File: src/rtl/ctrl_pkg.sv
// Shared encodings for the counter controller: FSM states, run modes and ALU ops.
package ctrl_pkg;

  typedef enum logic [2:0] {
    ST_IDLE  = 3'd0,
    ST_CLEAR = 3'd1,
    ST_UP    = 3'd2,
    ST_DOWN  = 3'd3,
    ST_PAUSE = 3'd4,
    ST_DONE  = 3'd5,
    ST_ABORT = 3'd6
  } state_t;

  typedef enum logic [1:0] {
    MODE_UP     = 2'd0,
    MODE_DOWN   = 2'd1,
    MODE_BOUNCE = 2'd2
  } mode_t;

  localparam logic OP_ADD = 1'b0;
  localparam logic OP_SUB = 1'b1;

  // Raw mode 2'b11 has no run of its own and falls back to counting up.
  function automatic mode_t decode_mode(input logic [1:0] raw);
    case (raw)
      2'b01:   return MODE_DOWN;
      2'b10:   return MODE_BOUNCE;
      default: return MODE_UP;
    endcase
  endfunction

endpackage

File: src/rtl/counter_controller.sv
// Sequencer for the 16-bit counter datapath: up, down and bounce runs with
// pause/stop control; op/c_ld/c_clr are decoded combinationally from live status.
module counter_controller
  import ctrl_pkg::*;
#(
  parameter int unsigned BOUNCE_W = 8
) (
  input  logic                clk,
  input  logic                reset,
  input  logic                start,
  input  logic                stop,
  input  logic                pause,
  input  logic [1:0]          mode,
  input  logic [BOUNCE_W-1:0] n_bounce,
  input  logic                z,
  input  logic                m,
  output logic                op,
  output logic                c_ld,
  output logic                c_clr,
  output logic                busy,
  output logic                done,
  output logic                aborted,
  output logic [2:0]          state_out
);

  state_t                state_q, state_d;
  state_t                ret_q, ret_d;
  mode_t                 mode_q, mode_d;
  mode_t                 start_mode;
  logic [BOUNCE_W-1:0]   rem_q, rem_d;

  assign start_mode = decode_mode(mode);

  always_ff @(posedge clk or negedge reset) begin
    if (!reset) begin
      state_q <= ST_IDLE;
      ret_q   <= ST_IDLE;
      mode_q  <= MODE_UP;
      rem_q   <= '0;
    end else begin
      state_q <= state_d;
      ret_q   <= ret_d;
      mode_q  <= mode_d;
      rem_q   <= rem_d;
    end
  end

  // Each active state checks stop, then pause, then status, and only then steps.
  always_comb begin
    state_d = state_q;
    ret_d   = ret_q;
    mode_d  = mode_q;
    rem_d   = rem_q;
    op      = OP_ADD;
    c_ld    = 1'b0;
    c_clr   = 1'b0;
    done    = 1'b0;
    aborted = 1'b0;

    case (state_q)
      ST_IDLE: begin
        if (start) begin
          mode_d  = start_mode;
          rem_d   = (n_bounce == '0) ? BOUNCE_W'(1) : n_bounce;
          state_d = (start_mode == MODE_DOWN) ? ST_DOWN : ST_CLEAR;
        end
      end
      ST_CLEAR: begin
        if (stop) begin
          state_d = ST_ABORT;
        end else if (pause) begin
          state_d = ST_PAUSE;
          ret_d   = ST_CLEAR;
        end else begin
          c_clr   = 1'b1;
          state_d = ST_UP;
        end
      end
      ST_UP: begin
        op = OP_ADD;
        if (stop) begin
          state_d = ST_ABORT;
        end else if (pause) begin
          state_d = ST_PAUSE;
          ret_d   = ST_UP;
        end else if (m) begin
          state_d = (mode_q == MODE_BOUNCE) ? ST_DOWN : ST_DONE;
        end else begin
          c_ld = 1'b1;
        end
      end
      ST_DOWN: begin
        op = OP_SUB;
        if (stop) begin
          state_d = ST_ABORT;
        end else if (pause) begin
          state_d = ST_PAUSE;
          ret_d   = ST_DOWN;
        end else if (z) begin
          if (mode_q == MODE_BOUNCE && rem_q != BOUNCE_W'(1)) begin
            rem_d   = rem_q - BOUNCE_W'(1);
            state_d = ST_UP;
          end else begin
            state_d = ST_DONE;
          end
        end else begin
          c_ld = 1'b1;
        end
      end
      ST_PAUSE: begin
        if (stop)        state_d = ST_ABORT;
        else if (!pause) state_d = ret_q;
      end
      ST_DONE: begin
        done    = 1'b1;
        state_d = ST_IDLE;
      end
      ST_ABORT: begin
        aborted = 1'b1;
        state_d = ST_IDLE;
      end
      default: state_d = ST_IDLE;
    endcase
  end

  assign busy      = (state_q != ST_IDLE);
  assign state_out = state_q;

endmodule

File: config.mk
export PLATFORM = sky130hd
export DESIGN_NAME = counter_controller
export DESIGN_NICKNAME = d
export VERILOG_FILES = /design/src/rtl/ctrl_pkg.sv /design/src/rtl/counter_controller.sv
export SDC_FILE = /design/constraint.sdc
export NUM_CORES = 1
export LEC_CHECK = 0
export CAP_MARGIN = 30
export CORE_MARGIN = 5
export CORE_UTILIZATION = 49
export CTS_BUF_LIST = sky130_fd_sc_hd__clkbuf_8 sky130_fd_sc_hd__clkbuf_16
export CTS_CLUSTER_DIAMETER = 80
export DETAILED_ROUTE_END_ITERATION = 6
export PLACE_DENSITY = 0.83
export SYNTH_ARGS = -nofsm -noshare
export SYNTH_HDL_FRONTEND = slang
export SYNTH_SLANG_ARGS = --single-unit
File: constraint.sdc
create_clock -name clk -period 2.4 [get_ports clk]
set_clock_uncertainty 0.2 [all_clocks]
set_input_delay 0.48 -clock clk [delete_from_list [all_inputs] [get_ports clk]]
set_output_delay 0.48 -clock clk [all_outputs]
set_load 0.02 [all_outputs]
==> results of run 1 <==
critical path: stages:
cell,delay [ns]
clkdlybuf4s50_1,0.41
mux2_2,0.26
or3_4,0.38
inv_2,0.06
buf_6,0.10
synth_stat cells (2+ instances only):
library cell	count	share of area, %
or3b_2	2	1.5
nand2b_1	6	3.3
dfrtp_1	15	33
inv_1	5	1.6
a2bb2oi_1	2	1.5
nor3_1	5	2.2
o21ai_0	10	4.4
a21oi_1	17	7.5
nand3_1	2	0.88
nand2_1	5	1.6
nor2_1	17	5.6
nor2b_1	2	1.1
a31oi_1	6	3.3
nor4_1	2	1.1
ha_1	2	2.2
nor3b_1	2	1.3
o22a_1	5	3.8
and2_1	2	1.1
or3_1	2	1.1
clkbuf_1	2	0.66
buf_2	2	0.88
layout make-up:
class	instances	area, sq um
clock inverters	1	3.754
inverters	6	22.52
repair buffers	39	354.1
fillers	173	656.9
well taps	28	35.03
multi-input cells	111	723.2
flip-flops and latches	15	375.4
clock buffers	3	41.29
what timing repair did:
item,4_1_cts,5_1_grt
resized for setup,15,4
endpoints found under the setup margin,3,3
pin swaps,1,0
cells in the final DEF, fill, tap and decap left out, types with 3 or more instances in the layout:
master,n
a21oi_1,17
a31oi_1,6
buf_4,15
clkbuf_8,3
clkdlybuf4s50_1,20
dfrtp_1,15
inv_1,5
nand2_1,5
nand2b_1,6
nor2_1,17
nor3_1,4
o21ai_0,10
o22a_1,5
report_power, final:
group	switching (mW)	internal (mW)	leakage [nW]
combinational	0.486	0.419	0.481
clock	0.0864	0.113	0.0269
sequential	0.117	0.377	0.177
total	0.689	0.910	0.686
final timing paths:
kind / depth (start not counted) / endpoint / slack, ns
setup / recovery: 5 / c_ld / 0.03
setup reg to reg: 6 / rem_q[3] / 0.23
hold / removal: 2 / mode_q[1] / 0.30
min in group asynchronous: 1 / rem_q[0] / 0.43
hold reg to reg: 2 / mode_q[1] / 0.30
max in group asynchronous: 1 / rem_q[6] / 1.14
metrics by stage:
step | power, mW | utilization (%) | std cells | hold slack [ns] | setup WS, ns
3_5_place_dp | 1.396 | 67.76 | 199 | 0.2978 | -0.5216
2_1_floorplan | 1.087 | - | 138 | -0.01559 | 0.3252
4_1_cts | 1.592 | 69.74 | 203 | 0.3049 | 0.001137
6_report | 1.599 | 70.31 | 203 | 0.3035 | 0.02743
3_3_place_gp | 1.360 | 67.76 | 199 | 0.2790 | -0.4907
5_1_grt | 1.724 | 70.31 | 203 | 0.3417 | 0.001486
routing by layer:
layer  vias up  share of wire [%]  global-route usage (%)
met2        63                 51                   38.23
met5         -                  0                       0
met3         7                7.2                   3.786
met4         0                1.6                   9.272
met1       591                 40                   23.42
li1        596                  -                       -
cells by family after synthesis:
kind of cell	count (synthesis)
AND/OR/NAND/NOR	57
AO/OA/AOI/OAI	51
flip-flops	15
buffers and inverters	12
adder cells (fa/ha/maj)	2
multiplexers	1
registers in the layout (all words and copies together) (netlist names):
register / cells
ret_q: 2
state_out: 3
rem_q: 8
mode_q: 2
==> summary.txt, run 1 <==
Layout
  • Nets@finish: 195
  • Final Cell Area: 1555 sq um
  • Layout cells sized above 1: 18.86%
  • Area growth syn-to-layout: 36.29%
  • Ant diodes: 0

Setup path
  • Startpoint Class: primary input
  • Critical path endpoint category: output pin
  • Class of the most critical setup path: primary input to output pin
  • Worst r2r src: rem_q[1]
  • Critical path required time: 1.72 ns
  • CP max FO: 2
  • Critical Path AT: 1.69 ns
  • CP Launch Point: m

Global route
  • Vias in the first global route: 1279
  • First-pass GRT wire length: 5520 um
  • Largest net degree at the start of global routing: 16
  • Remaining global-route overflow: 0
  • Total GRT Usage: 20.93%
  • Initial antenna violation count: 0

Synthesis
  • Multiplexer share of the synthesized area: 0.9868%
  • Mapped Area: 1141 sq um
  • Prevailing post-synth register cell: dfrtp_1
  • Largest family of logic cells by synthesized area: compound AO/OA/AOI/OAI gates
  • Mapped Cells: 138
  • Post-synthesis compound-gate area fraction: 29.82%
  • EDFF count, synth: 0
  • Seq/Total Area, Yosys: 32.89%
  • Simple-gate portion of the synthesized area: 29.28%
  • Yosys cell types: 46
  • Post-Synthesis Net Count: 157
  • Synth Area in XOR/XNOR: 0%
  • Mean Syn Cell Area: 8.269 sq um
  • Synth async-reset ratio: 100.0%
  • Syn. warnings: 0
  • Adder-cell area share of the yosys netlist: 2.193%
  • #FFs+latches synth: 15

Timing
  • Relative slew slack: 55.71%
  • Max Clock Freq: 421.5 MHz
  • Final setup vio count: 0
  • TNS Setup: 0 ns
  • RSZ-0062 raised after global routing: no
  • Max Slew Vio Count: 0
  • Fin crit period: 2.373 ns
  • Final period util: 98.86%
  • Final Hold Vio Count: 0
  • Slew @ Worst Pin: 0.6623 ns

Detailed routing
  • 1st-iter DRT viols: 42
  • Via count: 1257
  • Detail Route Antenna Nets: 0
  • Number of remaining DRC errors: 0
  • Average wire per standard cell: 15.75 um
  • DR pass1 iterations: 4
  • Post-Route WL: 3197 um
  • Via density per instance: 6.192

Floorplanning
  • Initial Util: 51.58%
  • DIE AREA: 3394 sq um
  • Core Area: 2212 sq um
  • Vert. Die Dim: 58.26 um
  • Chip width: 58.26 um
  • # IOs: 26
  • Number of core rows: 17

Clock network
  • CTS tree: yes
  • Clock Path Buffers: 2
  • Worst-path clk slew: 0.06 ns
  • Post-CTS Repair Setup Buffers: 0
  • Cts hold-fix bufs: 0
  • CTS buffer count: 3
  • H-tree Lvls: 1
  • Worst skew pair latency: 0.25 ns
  • Clock sinks: 15
  • Root buffer cell: clkbuf_8

Hold path
  • Worst Hold Class: register to register
  • Hold Startpoint: mode_q[1]

Outcome
  • Status: complete, no violations

Power
  • PwrDens: 1028 nW/um^2
  • Leakage power: 0.6857 nW
  • Max VDD drop: 0.0006674 V

Place
  • Detail Placement HPWL: 2418 um
  • Cell Area, Placed: 1499 sq um
  • RePlAce Congestion: 0.9126
  • IO Port Bufs: 25

Flow run
  • Max_cap viols: 0
(Power assumes the default switching activity.)
==> run 2: changes to the inputs <==
Settings changed: SETUP_SLACK_MARGIN from default to 0.1.
==> run 2 against run 1 <==
Effect of this change: sequential power rose by 0.8%; register-to-register slack improved by 0.03 ns; clock power barely moved; critical path type is now register to output pin; critical endpoint is now aborted.
==> summary.txt, run 2 (synthesis gave the netlist of run 1 again) <==
Detailed routing
  • 1st-iter DRT viols: 50
  • Number of remaining DRC errors: 0
  • Detail Route Antenna Nets: 0
  • Via count: 1270
  • Via density per instance: 6.225
  • Post-Route WL: 3266 um
  • DR pass1 iterations: 4
  • Average wire per standard cell: 16.01 um

Timing
  • RSZ-0062 raised after global routing: no
  • Fin crit period: 2.249 ns
  • Max Slew Vio Count: 0
  • Final Hold Vio Count: 0
  • Final setup vio count: 0
  • Final period util: 93.72%
  • Relative slew slack: 55.86%
  • Slew @ Worst Pin: 0.6600 ns
  • Max Clock Freq: 444.6 MHz

Global route
  • Largest net degree at the start of global routing: 16
  • First-pass GRT wire length: 5533 um
  • GR peak layer: met2
  • Remaining global-route overflow: 0
  • Grt met3 use: 3.563%
  • Initial antenna violation count: 0
  • Total GRT Usage: 21.03%
  • Vias in the first global route: 1265
  • M2 GR Usage: 38.71%
  • M1 GR Usage: 23.70%

Setup path
  • Critical path required time: 1.72 ns
  • Critical path endpoint category: output pin
  • Startpoint Class: register
  • Critical Path AT: 1.57 ns
  • R2R Setup Slk: 0.26 ns
  • Worst R2R End: rem_q[6]
  • Class of the most critical setup path: register to output pin
  • Reg2Reg Depth: 6
  • CP max FO: 13
  • Worst r2r src: rem_q[1]

Layout
  • Final Cell Area: 1574 sq um
  • Top reg by flops: rem_q
  • Most frequent cells in the layout: nor2_1, a21oi_1, clkdlybuf4s50_1, buf_4, dfrtp_1
  • Layout cells sized above 1: 19.89%
  • Reg area: 375.4 sq um
  • Ant diodes: 0
  • Area growth syn-to-layout: 37.94%
  • FILL cells: 171
  • Largest register FFs: 8
  • Finished Core Util: 71.15%
  • Nets@finish: 196
  • Multi-input gate area: 728.2 sq um

Floorplanning
  • DIE AREA: 3394 sq um
  • # IOs: 26
  • Initial Util: 51.58%
  • Number of core rows: 17
  • Vert. Die Dim: 58.26 um
  • Chip width: 58.26 um
  • Core Area: 2212 sq um

Hold path
  • Hold Startpoint: mode_q[1]
  • Worst Hold Class: register to register
  • Hold Path End: mode_q[1]
  • Hold Crit Depth: 2

Clock network
  • Root buffer cell: clkbuf_8
  • Worst skew pair latency: 0.25 ns
  • Clock sinks: 15
  • H-tree Lvls: 1
  • CTS buffer count: 3
  • CTS tree: yes
  • Cts hold-fix bufs: 0
  • Worst-path clk slew: 0.06 ns
  • Clock Path Buffers: 2

Outcome
  • Status: complete, no violations

Power
  • PwrDens: 1023 nW/um^2
  • Internal Pwr Total: 0.9128 mW
  • Leakage power: 0.7263 nW
  • Sw Share: 43.32%
  • Psw: 0.6976 mW
  • Reg power frac: 30.9%
  • Comb pwr share: 56.7%
  • Power share of the clock group: 12.4%
  • Max VDD drop: 0.0006769 V

Place
  • Cell Area, Placed: 1499 sq um
  • IO Port Bufs: 25
  • Detail Placement HPWL: 2418 um
  • RePlAce Congestion: 0.9126

Flow run
  • Max_cap viols: 0
[run 2: worst max path at each step]
stage                             from  endpoint  slack, ns  depth (start not counted)
after floorplan           state_out[0]      c_ld       0.33                          3
after global placement            stop      c_ld      -0.49                          5
after detailed placement          stop      c_ld      -0.52                          5
after CTS                            m      c_ld       0.02                          5
after global routing      state_out[2]   aborted       0.10                          4
final                     state_out[0]   aborted       0.15                          3
[run 2: what timing repair did]
item                       in CTS  in global routing
resized for setup              19                  6
setup buffers                   0                  1
pin swaps                       1                  1
setup endpoints to repair       4                  6
hold endpoints to repair        0                  0
cloned                          0                  0
[run 2: power groups by stage]
stage	Clock, mW	Sequential, mW	Combinational [mW]
after global placement	0	0.486	0.874
final	0.200	0.498	0.913
after detailed placement	0	0.493	0.903
after global routing	0.215	0.511	1.00
after floorplan	0	0.509	0.579
after CTS	0.204	0.489	0.901
[run 2: metrics by stage]
stage | cells | hold WS, ns | power (mW) | setup TNS (ns) | worst slack [ns]
global placement | 199 | 0.2790 | 1.360 | -0.8537 | -0.4907
finish | 204 | 0.3035 | 1.610 | 0 | 0.1507
CTS | 203 | 0.3049 | 1.594 | 0 | 0.01830
floorplan | 138 | -0.01559 | 1.087 | 0 | 0.3252
detailed placement | 199 | 0.2978 | 1.396 | -0.9174 | -0.5216
global route | 204 | 0.3417 | 1.728 | 0 | 0.1040
[run 2: area by class of cell]
cell class,instances,share of cell area (%)
multi-input combinational,111,46.26
sequential,15,23.85
timing repair buffer,40,23.37
clock buffer,3,2.623
tap,28,2.226
inverter,6,1.431
clock inverter,1,0.2385
[run 2: critical path, stage by stage, from the launching register on]
cell             delay [ns]
dfrtp_1                0.40
buf_4                  0.20
nor2_1                 0.11
clkdlybuf4s50_1        0.61
[run 2: per-layer routing]
| metal | up-vias | wire [um] |
|---|---|---|
| met1 | 592 | 1288 |
| met5 | - | 0 |
| li1 | 594 | - |
| met4 | 0 | 44 |
| met2 | 77 | 1666 |
| met3 | 7 | 266 |
==> RTL change, RTL diff (config.mk and constraints of run 2) <==
The 3 values of `mode_t` get a one-hot encoding in 3 bits.
--- a/src/rtl/ctrl_pkg.sv
+++ b/src/rtl/ctrl_pkg.sv
@@ -12,8 +12,8 @@
   } state_t;
 
-  typedef enum logic [1:0] {
-    MODE_UP     = 2'd0,
-    MODE_DOWN   = 2'd1,
-    MODE_BOUNCE = 2'd2
+  typedef enum logic [2:0] {
+    MODE_UP     = 3'b001,
+    MODE_DOWN   = 3'b010,
+    MODE_BOUNCE = 3'b100
   } mode_t;
 
Check against the original RTL: no difference found for any inputs over 10 cycles, from zero or initial values and one cycle with reset low; not proved beyond that.
==> RTL change against run 2 <==
- sequential cell count grew 1
- count of clock-buffer cells in the layout grew 1
- cell area grew 2.4%
- die area grew 1.6%
- first-iteration DRC count shrank 46%
- wire length shrank 7.3%
- total power grew 3.8%
- combinational power shrank 6.9%
- setup slack gained 0.014 ns
- worst hold slack lost 0.0066 ns
- area after synthesis grew 1.9%
- clock power grew 18%
- largest power group unchanged
==> RTL change: results (changes against run 2) <==
first-pass GRT wire length - 5.50 mm (-0.61%)
Worst Reg-to-Reg Cells - 8 (+2)
vias in the first global route - 1,280 (+1.2%)
Pleak - 0.719 nW (-0.98%)
routed vias - 1,180 (-7.1%)
Post-Synthesis Cells - 141 (+2.2%)
filler cell count in the final layout - 184 (+7.6%)
crit-path max FO - 3 (-10)
min Tclk post-route - 2.24 ns (-0.0138 ns)
slew at the pin closest to its max-slew limit - 0.352 ns (-0.308 ns)
CP max stage delay - 0.47 ns (-0.14 ns)
CP Launch Point - pause
pin count of the biggest net entering global routing - 19 (+3)
Post-DP Area - 1530 sq um (+1.9%)
Commonest cells post-synth - nand2_1 (17), dfrtp_1 (15), a21oi_1 (13), o21ai_0 (10), nand2b_1 (8)
share of cells above drive strength 1 - 0.206 (+0.00669)
peak supply drop - 0.000653 V (-3.5%)
Area contributors post-synth - dfrtp_1 (32%), a21oi_1 (5.6%), nand2_1 (5.5%)
Yosys cell types - 41 (-11%)
Post-Place Worst Slack - -0.281 ns (+0.241 ns)
status - finished, final reports clean
Starting DRT DRC Count - 27 (-46%)
Nets - 203 (+3.6%)
antenna violations before repair - 0 (unchanged)
Routed WL - 3.03 mm (-7.3%)
sequential element share of the synthesized area - 0.346 (+0.0166)
r2r setup slk - 0.21 ns (-0.05 ns)
CP endpoint - c_ld
RePlAce Congestion - 0.842 (-7.8%)
Internal Power - 0.969 mW (+6.2%)
Inst Count DP - 203 (+2.0%)
FF-to-FF End - rem_q[0]
GRT Resource Usage Total - 0.204 (-0.00589)
Net Count, Synth - 163 (+3.8%)
[RTL change: cell count changes in the layout (fill, tap and decap cells not counted), moves of 3 or more]
cell,delta
o21a_1,+3
ha_1,+3
a21oi_1,-4
mux2_2,+3
nand2_1,+12
o22a_1,-4
a31oi_1,-5
nor2_1,-10
nand3_1,+3
[RTL change: metrics by stage]
| stage | util | setup TNS (ns) | hold WS [ns] |
|---|---|---|---|
| 2_1_floorplan | - | 0 | -0.0156 |
| 3_3_place_gp | 0.684 | -0.610 | 0.277 |
| 3_5_place_dp | 0.684 | -0.989 | 0.289 |
| 4_1_cts | 0.710 | 0 | 0.303 |
| 5_1_grt | 0.722 | 0 | 0.358 |
| 6_report | 0.722 | 0 | 0.297 |
[RTL change: worst min-delay path by stage]
stage / start / endpoint / cells after the start
5_1_grt: ret_q[0] / ret_q[0] / 2
2_1_floorplan: reset / mode_q[1] / 0
3_3_place_gp: ret_q[0] / ret_q[0] / 2
4_1_cts: ret_q[0] / ret_q[0] / 2
3_5_place_dp: ret_q[0] / ret_q[0] / 2
6_report: ret_q[0] / ret_q[0] / 2
[RTL change: repair_timing]
item	in CTS	in global routing
resized for setup	10	4
pin swaps	0	1
endpoints found under the setup margin	6	10
buffers inserted	0	1
[RTL change: power groups by stage]
stage	Sequential (mW)	Combinational [mW]	Clock, mW
CTS	0.580	0.837	0.243
global placement	0.567	0.806	0
detailed placement	0.580	0.847	0
finish	0.584	0.850	0.237
floorplan	0.527	0.574	0
global route	0.607	0.951	0.259
[RTL change: critical path: cells and delay by family]
kind	cells	cell delay [ns]
buffers and inverters	3	0.79
AND/OR/NAND/NOR	2	0.29
[RTL change: cell type report]
| cell class | count | area [sq um] | share of cell area |
|---|---|---|---|
| clock buffers | 4 | 55.1 | 0.0342 |
| flip-flops and latches | 16 | 404 | 0.251 |
| multi-input cells | 111 | 716 | 0.444 |
| repair buffers | 41 | 372 | 0.231 |
| well taps | 28 | 35.0 | 0.0217 |
| inverters | 8 | 30.0 | 0.0186 |
[RTL change: kinds of logic (layout without fill, tap and decap cells)]
logic type,after synthesis,after routing,share of synthesized area
buffers and inverters,14,53,0.0538
flip-flops,16,16,0.346
multiplexers,4,4,0.0377
AND/OR/NAND/NOR,59,59,0.273
adder cells (fa/ha/maj),5,5,0.0538
AO/OA/AOI/OAI,43,43,0.236
[RTL change: per-layer routing]
metal | share of wire | global-route usage | vias to the layer above | routed length (um)
met5 | 0 | 0 | - | 0
met4 | 0.015 | 0.104 | 0 | 45
met3 | 0.050 | 0.0329 | 5 | 150
met2 | 0.51 | 0.372 | 33 | 1540
met1 | 0.43 | 0.228 | 560 | 1290
li1 | - | - | 582 | -
